--- config.mk ---
export PLATFORM = sky130hd
export DESIGN_NAME = monitor_overlay
export DESIGN_NICKNAME = d
export VERILOG_FILES = /design/src/rtl/monitor_pkg.sv /design/src/rtl/monitor_overlay_bus_decode.sv /design/src/rtl/monitor_overlay.sv
export SDC_FILE = /design/constraint.sdc
export NUM_CORES = 1
export LEC_CHECK = 0
export ABC_AREA = 0
export CAP_MARGIN = 25
export CORE_ASPECT_RATIO = 0.8
export CORE_MARGIN = 8
export CORE_UTILIZATION = 30
export DETAILED_ROUTE_END_ITERATION = 6
export DONT_BUFFER_PORTS = 1
export GPL_ROUTABILITY_DRIVEN = 0
export PLACE_DENSITY = 0.44
export SETUP_SLACK_MARGIN = 0.1
export SYNTH_ARGS = -nofsm -noshare
export SYNTH_HDL_FRONTEND = slang
export SYNTH_SLANG_ARGS = --single-unit
--- constraint.sdc ---
create_clock -name clk -period 2.55 [get_ports clk]
set_input_delay 0.51 -clock clk [delete_from_list [all_inputs] [get_ports clk]]
set_output_delay 0.51 -clock clk [all_outputs]
set_load 0.1 [all_outputs]
--- src/rtl/monitor_pkg.sv ---
// Shared definitions for the monitor block: state encoding and the
// overlay page address constants.
package monitor_pkg;

  typedef enum logic [1:0] {
    NORMAL  = 2'd0,
    ARMED   = 2'd1,
    OVERLAY = 2'd2,
    EXIT    = 2'd3
  } mon_state_e;

  localparam logic [7:0] OVL_PAGE = 8'hFF;
  localparam logic [7:0] VEC_LO   = 8'hFA;
  localparam logic [7:0] EXIT_LO  = 8'hFF;

endpackage

--- src/rtl/monitor_overlay_bus_decode.sv ---
// Combinational decode of the 6502 bus cycle into the few address events
// the overlay FSM reacts to.
module bus_decode
  import monitor_pkg::*;
(
  input  logic        bus_valid,
  input  logic [15:0] cpu_addr,
  input  logic        cpu_rw,
  input  logic        cpu_sync,
  output logic        ovl_hit,
  output logic        vec_hit,
  output logic        exit_wr,
  output logic        user_fetch
);

  logic in_page;

  assign in_page    = (cpu_addr[15:8] == OVL_PAGE);
  assign ovl_hit    = bus_valid & in_page;
  assign vec_hit    = bus_valid & cpu_rw & (cpu_addr == {OVL_PAGE, VEC_LO});
  assign exit_wr    = bus_valid & ~cpu_rw & (cpu_addr == {OVL_PAGE, EXIT_LO});
  // An opcode fetch outside the page means the RTI has landed in user code.
  assign user_fetch = bus_valid & cpu_sync & ~in_page;

endmodule

--- src/rtl/monitor_overlay.sv ---
// Monitor overlay front end: raises NMI on a break request, maps page $FF
// onto control RAM from the NMI vector fetch until the CPU is back in user code.
module monitor_overlay
  import monitor_pkg::*;
#(
  parameter int TIMEOUT = 16
) (
  input  logic        clk,
  input  logic        rst_n,
  // Handshake: bus_valid is a one-clk strobe per CPU bus cycle with no
  // back-pressure; cpu_addr/cpu_rw/cpu_sync are only meaningful while it is high.
  input  logic        bus_valid,
  input  logic [15:0] cpu_addr,
  input  logic        cpu_rw,
  input  logic        cpu_sync,
  input  logic        break_req,
  output logic        nmi_n,
  output logic        ctl_cs,
  output logic [7:0]  ctl_addr,
  output logic        ctl_write,
  output logic        ext_mem_en,
  output logic [1:0]  state,
  output logic [7:0]  break_count,
  output logic        timeout_err
);

  localparam int CW = $clog2(TIMEOUT + 1);

  mon_state_e    cur_state, nxt_state;
  logic [CW-1:0] tmo_cnt, tmo_cnt_nxt;
  logic          brk_ok;
  logic          overlay_acc;
  logic          tmo_hit;
  logic          ovl_hit, vec_hit, exit_wr, user_fetch;

  bus_decode u_decode (
    .bus_valid  (bus_valid),
    .cpu_addr   (cpu_addr),
    .cpu_rw     (cpu_rw),
    .cpu_sync   (cpu_sync),
    .ovl_hit    (ovl_hit),
    .vec_hit    (vec_hit),
    .exit_wr    (exit_wr),
    .user_fetch (user_fetch)
  );

  always_comb begin
    nxt_state   = cur_state;
    tmo_cnt_nxt = '0;
    overlay_acc = 1'b0;
    tmo_hit     = 1'b0;
    case (cur_state)
      NORMAL: begin
        if (break_req && brk_ok) nxt_state = ARMED;
      end
      ARMED: begin
        tmo_cnt_nxt = tmo_cnt;
        // The vector fetch takes priority over a timeout on the same cycle.
        if (vec_hit) begin
          overlay_acc = 1'b1;
          nxt_state   = OVERLAY;
          tmo_cnt_nxt = '0;
        end else if (bus_valid) begin
          if (tmo_cnt == CW'(TIMEOUT - 1)) begin
            tmo_hit     = 1'b1;
            nxt_state   = NORMAL;
            tmo_cnt_nxt = '0;
          end else begin
            tmo_cnt_nxt = tmo_cnt + 1'b1;
          end
        end
      end
      OVERLAY: begin
        overlay_acc = ovl_hit;
        if (exit_wr) nxt_state = EXIT;
      end
      EXIT: begin
        overlay_acc = ovl_hit;
        if (user_fetch) nxt_state = NORMAL;
      end
      default: nxt_state = NORMAL;
    endcase
  end

  always_ff @(posedge clk or negedge rst_n) begin
    if (!rst_n) begin
      cur_state   <= NORMAL;
      tmo_cnt     <= '0;
      brk_ok      <= 1'b0;
      ctl_cs      <= 1'b0;
      ctl_addr    <= 8'h00;
      ctl_write   <= 1'b0;
      ext_mem_en  <= 1'b1;
      break_count <= 8'h00;
      timeout_err <= 1'b0;
    end else begin
      cur_state <= nxt_state;
      tmo_cnt   <= tmo_cnt_nxt;
      // Blocks a break_req that coincides with the first edge after reset.
      brk_ok    <= 1'b1;
      ctl_cs    <= overlay_acc;
      ctl_addr  <= overlay_acc ? cpu_addr[7:0] : 8'h00;
      ctl_write <= overlay_acc & ~cpu_rw;
      if (bus_valid) ext_mem_en <= ~overlay_acc;
      if (cur_state == ARMED && vec_hit) begin
        break_count <= break_count + 8'd1;
        timeout_err <= 1'b0;
      end else if (tmo_hit) begin
        timeout_err <= 1'b1;
      end
    end
  end

  assign nmi_n = (cur_state != ARMED);
  assign state = cur_state;

endmodule

==> results of run 1 <==
## power groups by stage
stage	Sequential, mW	Clock [mW]	Combinational (mW)
floorplan	0.579	0	0.113
global placement	0.521	0	0.221
detailed placement	0.520	0	0.219
CTS	0.512	0.363	0.233
global route	0.518	0.381	0.257
finish	0.513	0.345	0.229
## synthesized netlist by cell type
master	n	area [um2]
sky130_fd_sc_hd__conb_1	1	3.750
sky130_fd_sc_hd__nor4b_1	1	8.760
sky130_fd_sc_hd__ha_1	2	25.02
sky130_fd_sc_hd__nor3b_1	1	7.510
sky130_fd_sc_hd__nor4_4	1	21.27
sky130_fd_sc_hd__nand2b_1	1	6.260
sky130_fd_sc_hd__a21o_1	1	7.510
sky130_fd_sc_hd__a21oi_1	1	5.000
sky130_fd_sc_hd__nor3_1	4	20.02
sky130_fd_sc_hd__nand2_1	8	30.03
sky130_fd_sc_hd__nor2b_1	1	6.260
sky130_fd_sc_hd__nand4bb_1	1	11.26
sky130_fd_sc_hd__and3_1	6	37.54
sky130_fd_sc_hd__inv_2	1	3.750
sky130_fd_sc_hd__or4b_1	1	10.01
sky130_fd_sc_hd__a41oi_1	1	8.760
sky130_fd_sc_hd__nand3_1	6	30.03
sky130_fd_sc_hd__and2_1	8	50.05
sky130_fd_sc_hd__clkbuf_1	2	7.510
sky130_fd_sc_hd__o21bai_1	1	7.510
sky130_fd_sc_hd__xnor2_1	7	61.31
sky130_fd_sc_hd__dfstp_2	1	26.28
sky130_fd_sc_hd__o21a_1	1	7.510
sky130_fd_sc_hd__and4b_1	1	10.01
sky130_fd_sc_hd__and2b_2	1	8.760
sky130_fd_sc_hd__nor2_1	5	18.77
sky130_fd_sc_hd__inv_1	1	3.750
sky130_fd_sc_hd__nand2_2	1	6.260
sky130_fd_sc_hd__dfrtp_1	27	675.7
sky130_fd_sc_hd__a22oi_1	1	7.510
sky130_fd_sc_hd__nand4_1	7	43.79
sky130_fd_sc_hd__mux2_4	1	15.01
sky130_fd_sc_hd__xor2_1	1	8.760
sky130_fd_sc_hd__a31oi_1	2	12.51
sky130_fd_sc_hd__o21ai_0	4	20.02
sky130_fd_sc_hd__o32ai_1	2	17.52
## worst paths after layout
kind | startpoint | to | slack [ps] | cells after the start
worst max register to register | flop | break_count[1] | 710 | 5
worst min-delay path | rst_n | ctl_cs | 40 | 1
max in group asynchronous | rst_n | async pin | 2340 | 1
worst max-delay path | flop | break_count[1] | 710 | 5
min in group clk | bus_valid | ext_mem_en | 300 | 1
worst min register to register | tmo_cnt[4] | tmo_cnt[4] | 530 | 2
## layout make-up
cell class	instances	area (um2)	share of cell area
sequential	28	704.4	0.4676
multi-input combinational	80	534.3	0.3547
tap	57	71.32	0.04734
clock inverter	1	30.03	0.01993
clock buffer	3	41.29	0.02741
timing repair buffer	14	117.6	0.07807
inverter	2	7.507	0.004983
## state kept, by name, indices dropped and copies added, names as in the netlist, named ones only
signal / cells
ext_mem_en: 1
ctl_write: 1
state: 1
brk_ok: 1
ctl_cs: 1
tmo_cnt: 5
break_count: 8
timeout_err: 1
ctl_addr: 8
## repair_timing
| item | in CTS | in global routing |
|---|---|---|
| buffers inserted | 0 | 0 |
| hold endpoints to repair | 27 | 0 |
| hold buffers | 1 | 0 |
## metal layers
layer | share of wire | GRT usage | up-vias
met5 | 0 | 0 | -
met4 | 0.0062 | 0.02243 | 0
met3 | 0.14 | 0.05587 | 2
met2 | 0.39 | 0.1406 | 39
met1 | 0.47 | 0.1408 | 419
li1 | - | - | 434
## cell families (layout without fill, tap and decap cells)
kind of cell / count (synthesis) / after routing / synth area share
other: 1 / 1 / 0.002997
muxes: 1 / 1 / 0.01200
adders and majority gates: 2 / 2 / 0.02000
xor gates and xnor gates: 8 / 8 / 0.05600
and+or+nand+nor: 54 / 54 / 0.2610
AOI/OAI and AO/OA: 14 / 14 / 0.07501
buffers and inverters: 4 / 20 / 0.01200
DFF: 28 / 28 / 0.5610
## metrics by stage
step | setup WS [ps] | power, mW | instances | util | hold WS, ps
floorplan | 275.3 | 0.6924 | 112 | - | 214.4
finish | 705.5 | 1.087 | 185 | 0.3675 | 37.06
global placement | 721.8 | 0.7420 | 180 | 0.3452 | 215.4
CTS | 685.4 | 1.108 | 185 | 0.3675 | 32.08
global route | 557.1 | 1.157 | 185 | 0.3675 | 25.98
detailed placement | 693.2 | 0.7392 | 180 | 0.3452 | 215.3
==> flow_summary_export.csv, run 1 <==
group,metric,value,unit
outcome,status,"complete, no violations",
power,vdd.ir_drop.worst,495.5,uV
clock_tree,root_buffer,"sky130_fd_sc_hd__clkbuf_8",
global_routing,globalRouteTotalUtil,0.1044,
power,p_switching,324.8,uW
sta,worst_slew_margin_rel,0.4044,
detailed_routing,detailroute.via_count,894,
detailed_routing,vias_per_cell,4.832,
placement,placed_cell_area,1415,um2
sta,timing.setup.tns,0,ps
clock_tree,ctsResizeCount,0,
power,static_power_due_to_leakage,0.6954,nW
layout,layout.nets,153,
sta,total_count_of_hold_check_failures_in_the_final_report,0,
setup_path,worstSetupEndpointType,"flop",
sta,clock-skew-final,9.687,ps
layout,num-fill-cells,429,
global_routing,globalRouteOverflowTotal,0,
power,power-per-cell-area,721.7,nW/um2
setup_path,worstSetupStartpointType,"flop",
detailed_routing,route.detailed.wl_per_inst,16.51,um
clock_tree,clock_sinks,28,
run,cap_viol_max_count,0,
detailed_routing,detail_route.iter0.violations,14,
sta,setup_viol,0,
layout,layout_commonest_cell,"sky130_fd_sc_hd__dfrtp_1",
placement,number_of_i_o_port_buffers,0,
floorplan,floorplan_die_height,73.76,um
setup_path,cpMaxStageDelayCell,"sky130_fd_sc_hd__nor4_4",
logic_synthesis,syn-cell-area,1251,um2
logic_synthesis,synth_sequential_area_ratio,0.5610,
floorplan,full_die_area,6506,um2
sta,finalMaxSlewViolations,0,
sta,period_utilization_post_route,0.7233,
setup_path,path_cells,"and2b_2 -> inv_2 -> nor4_4 -> nand2_2 -> mux2_4",
logic_synthesis,yosysWarnings,0,
setup_path,worstPathMaxFanout,9,
setup_path,critical-path-max-stage-delay,540,ps
detailed_routing,count_of_unresolved_drc_violations_after_routing,0,
global_routing,grt_max_degree,28,
floorplan,fp-row-count,21,
global_routing,grt_first_pass_wirelength,5.092,mm
layout,final_cell_mix,"sky130_fd_sc_hd__dfrtp_1, sky130_fd_sc_hd__buf_4, sky130_fd_sc_hd__and2_1, sky130_fd_sc_hd__nand2_1",
power,clock_power_share,0.317,
clock_tree,clock_tree.htree_level_count,1,
logic_synthesis,ys_seq_elements,28,
floorplan,fp.coreArea,4099,um2
sta,rsz0062_at_grt,"false",
placement,post-dp-hpwl,2.363,mm
setup_path,worst_ep_arrival_time,2010,ps
clock_tree,cts.path.max_buffers,2,
sta,finalWorstPathRequiredPeriod,1844,ps
setup_path,critPathRequiredTime,2710,ps
power,power_switching_share,0.2987,
logic_synthesis,post_synth_inst_count,112,
sta,timing.fmax,542.2,MHz
clock_tree,tritoncts,"built",
setup_path,crit_path_leading_delay_family,"simple AND/OR/NAND/NOR gates",
floorplan,die_width,88.21,um
detailed_routing,detail-route-antenna-nets,0,
floorplan,design.portCount,45,
global_routing,number_of_global_route_vias_before_repair,899,
clock_tree,cts_buffers,3,
layout,number_of_diodes_added_for_antenna_fixing,0,
power,comb_power_share,0.211,
clock_tree,clkSlewWorstSetupHoldPaths,100,ps
setup_path,critical_path_buf_inv_count,1,
layout,postLayoutCellArea,1506,um2
layout,synthToLayoutAreaGrowth,20.40,%
logic_synthesis,postSynthAreaPerCell,11.17,um2
layout,layout-drive-gt1-share,0.2031,
floorplan,floorplan.initialDensity,0.3053,
power,power_report.internal_total,762.5,uW
sta,worstMarginPinSlew,893.4,ps
logic_synthesis,post_synth_cell_types,36,
detailed_routing,drt_pass1_iterations,4,
logic_synthesis,total_nets_after_synthesis,136,
global_routing,antenna_found_initial,0,
power,pwr-share-seq,0.472,
setup_path,worst-setup-path-type,"flop to flop",
clock_tree,worst_skew_pair_later_pin_latency,280,ps
hold_path,worstHoldPathType,"primary input to async pin",
detailed_routing,drt-total-wl,3.055,mm
Power figures use the tool's default switching activity.
==> run 2, diff against run 1 <==
clock period = 1.9 ns   (was 2.55 ns; I/O delays follow)
==> run 2 against run 1 <==
  * Sequential cell count stayed put
  * Hold slack better by 120 ps
  * First-iteration DRC count grew to 3.2 times the previous value
  * Largest cell class unchanged
==> flow_summary_export.csv, run 2 (same netlist as run 1, synthesis figures left out) <==
group,metric,value,unit
layout,layout_commonest_cell,"sky130_fd_sc_hd__dfrtp_1",
setup_path,critical_path_buf_inv_count,2,
clock_tree,cts_buffers,3,
sta,total_count_of_hold_check_failures_in_the_final_report,0,
outcome,status,"complete, no violations",
power,vdd.ir_drop.worst,557.5,uV
floorplan,floorplan_die_height,73.76,um
sta,rsz0062_at_grt,"false",
setup_path,worstSetupEndpointType,"output pin",
sta,setup_viol,0,
layout,number_of_diodes_added_for_antenna_fixing,0,
sta,finalWorstPathRequiredPeriod,1715,ps
setup_path,worstSetupStartpointType,"flop",
clock_tree,worst_skew_pair_later_pin_latency,270,ps
sta,worst_slew_margin_rel,0.6510,
setup_path,critical-path-max-stage-delay,490,ps
sta,clock-skew-final,8.628,ps
hold_path,worstHoldPathType,"primary input to flop",
clock_tree,root_buffer,"sky130_fd_sc_hd__clkbuf_8",
clock_tree,clkSlewWorstSetupHoldPaths,100,ps
detailed_routing,route.detailed.wl_per_inst,15.51,um
setup_path,worst-setup-path-type,"flop to output pin",
sta,finalMaxSlewViolations,0,
power,power-per-cell-area,911.2,nW/um2
placement,setup_slack_after_placement,273.6,ps
floorplan,fp-row-count,21,
detailed_routing,detail_route.iter0.violations,45,
floorplan,design.portCount,45,
clock_tree,clock_sinks,28,
sta,worstMarginPinSlew,523.5,ps
layout,final_cell_mix,"sky130_fd_sc_hd__dfrtp_1, sky130_fd_sc_hd__buf_4, sky130_fd_sc_hd__and2_1, sky130_fd_sc_hd__nand2_1",
setup_path,critPathRequiredTime,1520,ps
layout,synthToLayoutAreaGrowth,29.50,%
layout,final-seq-area,709.4,um2
run,cap_viol_max_count,0,
placement,number_of_i_o_port_buffers,0,
placement,post-dp-hpwl,2.385,mm
global_routing,antenna_found_initial,0,
clock_tree,tritoncts,"built",
layout,num-fill-cells,428,
setup_path,worstPathMaxFanout,8,
detailed_routing,detailroute.via_count,940,
global_routing,grt_max_degree,29,
global_routing,globalRouteTotalUtil,0.1032,
detailed_routing,detail-route-antenna-nets,0,
layout,area_of_combinational_cells_with_multiple_inputs,539.3,um2
layout,postLayoutCellArea,1620,um2
power,static_power_due_to_leakage,0.7634,nW
clock_tree,cts.path.max_buffers,2,
sta,period_utilization_post_route,0.9028,
clock_tree,cts_setup_buffers,0,
detailed_routing,drt-total-wl,3.056,mm
sta,timing.fmax,583.0,MHz
detailed_routing,drt_pass1_iterations,2,
layout,largest_registers,"break_count x8, ctl_addr x8, tmo_cnt x5",
floorplan,fp.coreArea,4099,um2
detailed_routing,count_of_unresolved_drc_violations_after_routing,0,
setup_path,cpMaxStageDelayCell,"sky130_fd_sc_hd__dfrtp_4",
layout,layout-drive-gt1-share,0.2714,
global_routing,grt_first_pass_wirelength,5.168,mm
floorplan,die_width,88.21,um
sta,post_route_worst_hold_slack,161.5,ps
floorplan,floorplan.initialDensity,0.3053,
placement,placed_cell_area,1515,um2
global_routing,number_of_global_route_vias_before_repair,1015,
sta,timing.setup.tns,0,ps
detailed_routing,vias_per_cell,4.772,
global_routing,globalRouteOverflowTotal,0,
floorplan,full_die_area,6506,um2
clock_tree,clock_tree.htree_level_count,1,
setup_path,path_cells,"and2b_2 -> inv_8 -> buf_6",
setup_path,crit_path_leading_delay_family,"flip-flops",
setup_path,worst_ep_arrival_time,1340,ps
layout,layout.nets,165,
sta,setup_slack,184.6,ps
-- run 2: cell types whose count changed in the layout (fill, tap and decap cells not counted), sizes merged --
cell	change
dlygate4sd3	+1
buf	+11
-- run 2: timing repair --
| action | 4_1_cts | 5_1_grt |
|---|---|---|
| endpoints found under the setup margin | 0 | 1 |
| endpoints found under the hold margin | 28 | 0 |
| hold buffers | 2 | 0 |
| gates resized for setup | 0 | 1 |
-- run 2: routing by layer --
layer  track usage  wire, um  share of wire
met5             0         0              0
met4       0.02243        19         0.0062
met3       0.05363       287          0.094
met2        0.1530      1405           0.46
met1        0.1287      1344           0.44
-- run 2: final cells by class --
class / count / share of cell area
sequential: 28 / 0.4378
clock inverter: 1 / 0.01853
clock buffer: 3 / 0.02548
timing repair buffer: 26 / 0.1320
tap: 57 / 0.04402
inverter: 2 / 0.009266
multi-input combinational: 80 / 0.3328
-- run 2: final timing paths --
kind,startpoint,to,slack [ps],depth (start not counted)
worst max-delay path,state[0],nmi_n,180,3
worst min-delay path,bus_valid,ext_mem_en,160,1
worst max register to register,flop,break_count[5],280,6
worst min register to register,break_count[7],break_count[7],480,1
max in group asynchronous,rst_n,ext_mem_en,1130,2
min in group asynchronous,rst_n,tmo_cnt[4],540,2
-- run 2: stage by stage --
stage / util / cells / power (mW)
2_1_floorplan: - / 112 / 0.9403
3_3_place_gp: 0.3697 / 191 / 1.004
3_5_place_dp: 0.3697 / 191 / 1.002
4_1_cts: 0.3944 / 197 / 1.493
5_1_grt: 0.3953 / 197 / 1.554
6_report: 0.3953 / 197 / 1.476
-- run 2: power breakdown --
part,total (mW),switching [mW],internal (mW)
logic,0.315,0.215,0.0994
clock network,0.465,0.183,0.282
registers,0.696,0.0467,0.650
total,1.48,0.445,1.03
==> edit, RTL diff (settings of run 1) <==
`TIMEOUT`: 16 -> 8.
--- a/src/rtl/monitor_overlay.sv
+++ b/src/rtl/monitor_overlay.sv
@@ -5,3 +5,3 @@
 #(
-  parameter int TIMEOUT = 16
+  parameter int TIMEOUT = 8
 ) (
Function: same outputs for any inputs over 10 cycles, from zero or initial values and one cycle with rst_n low; that may be too few to reach the edited logic, so the function may still have changed.
==> edit against run 1 <==
  * Hold slack improved by 0.011 ns
  * Final area rose by 0.17%
  * Global-route usage fell by 1.1 points
  * Sequential share of layout area fell by 1.8 points
  * Largest power group unchanged
  * Critical endpoint is now nmi_n
  * Sequential cell count fell by 1
  * Wire length fell by 1.1%
  * Critical path depth fell by 2
  * Area after synthesis rose by 2.3%
  * Count of clock-buffer cells in the layout rose by 1
  * Die area rose by 1.8%
  * Total power fell by 3.8%
  * Register-to-register slack improved by 0.09 ns
  * Worst setup slack got worse by 0.0092 ns
  * Non-clock buffer count did not move
==> edit: results (changes against run 1) <==
\begin{tabular}{lr}
\hline
Metric & Value \\
\hline
\multicolumn{2}{l}{\textbf{Detailed routing}} \\
\quad Routed length on met1 & 1390 um (was 1420 um) \\
\quad Met3 wire length & 320 um (was 428 um) \\
\quad Ratio of routed vias to standard cells & 4.83 (about the same) \\
\multicolumn{2}{l}{\textbf{Worst setup path}} \\
\quad Highest-delay cell along the critical path & sky130\_fd\_sc\_hd\_\_dfrtp\_2 (was sky130\_fd\_sc\_hd\_\_nor4\_4) \\
\quad Critical path's largest stage delay & 0.42 ns (was 0.54 ns) \\
\quad R2r setup slk & 0.80 ns (was 0.71 ns) \\
\quad Crit path DAT & 1.34 ns (was 2.01 ns) \\
\multicolumn{2}{l}{\textbf{Logic synthesis}} \\
\quad Unique masters post-synth & 45 (was 36) \\
\quad Sequential element share of the synthesized area & 52.9\% (was 56.1\%) \\
\quad Nets in the synthesized netlist & 135 (was 136) \\
\quad Area contributors post-synth & sky130\_fd\_sc\_hd\_\_dfrtp\_1 (51\%), sky130\_fd\_sc\_hd\_\_xnor2\_1 (4.8\%), sky130\_fd\_sc\_hd\_\_and2\_1 (3.4\%) (was sky130\_fd\_sc\_hd\_\_dfrtp\_1 (54\%), sky130\_fd\_sc\_hd\_\_xnor2\_1 (4.9\%), sky130\_fd\_sc\_hd\_\_and2\_1 (4.0\%)) \\
\multicolumn{2}{l}{\textbf{Global routing}} \\
\quad Number of global-route vias before repair & 894 (was 899) \\
\quad Global-route met1 utilization & 12.5\% (was 14.1\%) \\
\quad Met2 track demand over resource & 12.9\% (was 14.1\%) \\
\quad First-pass GRT wire length & 4740 um (was 5090 um) \\
\quad All-Layer GR Usage & 9.29\% (was 10.4\%) \\
\multicolumn{2}{l}{\textbf{Power and ir drop}} \\
\quad Share of power burned in registers & 46.1\% (was 47.2\%) \\
\quad Proportion of power drawn by the clock network & 23.0\% (was 31.7\%) \\
\multicolumn{2}{l}{\textbf{Status}} \\
\quad Run status & finished, final reports clean (unchanged) \\
\multicolumn{2}{l}{\textbf{Timing}} \\
\quad Hold Slack & 0.0480 ns (was 0.0371 ns) \\
\hline
\end{tabular}
-- edit: changes by cell type after synthesis, sizes merged, moves of 2 or more --
cell	change
nand4	-3
and4	+4
buf	+2
nor3	-2
clkbuf	-2
o32ai	-2
nand2	-3
-- edit: kinds of logic after synthesis --
group	after synthesis	synth area share, %
AOI/OAI and AO/OA	15	8.21
xor gates and xnor gates	8	5.47
adders and majority gates	2	1.95
buffers and inverters	5	2.35
DFF	27	52.9
muxes	1	1.17
other	1	0.293
and+or+nand+nor	52	27.7
-- edit: per-stage QoR --
step,power (mW),instance area [um2],setup slack (ns),std cells
floorplan,0.721,1280,0.236,111
global placement,0.801,1440,0.858,179
detailed placement,0.803,1440,0.815,179
CTS,1.06,1510,0.698,184
global route,1.10,1510,0.638,184
finish,1.05,1510,0.696,184
-- edit: final cells by class --
type	instances	share of cell area, %
flip-flops and latches	27	44.9
multi-input cells	79	38.0
repair buffers	14	8.62
well taps	57	4.73
clock buffers	4	2.99
inverters	3	0.746
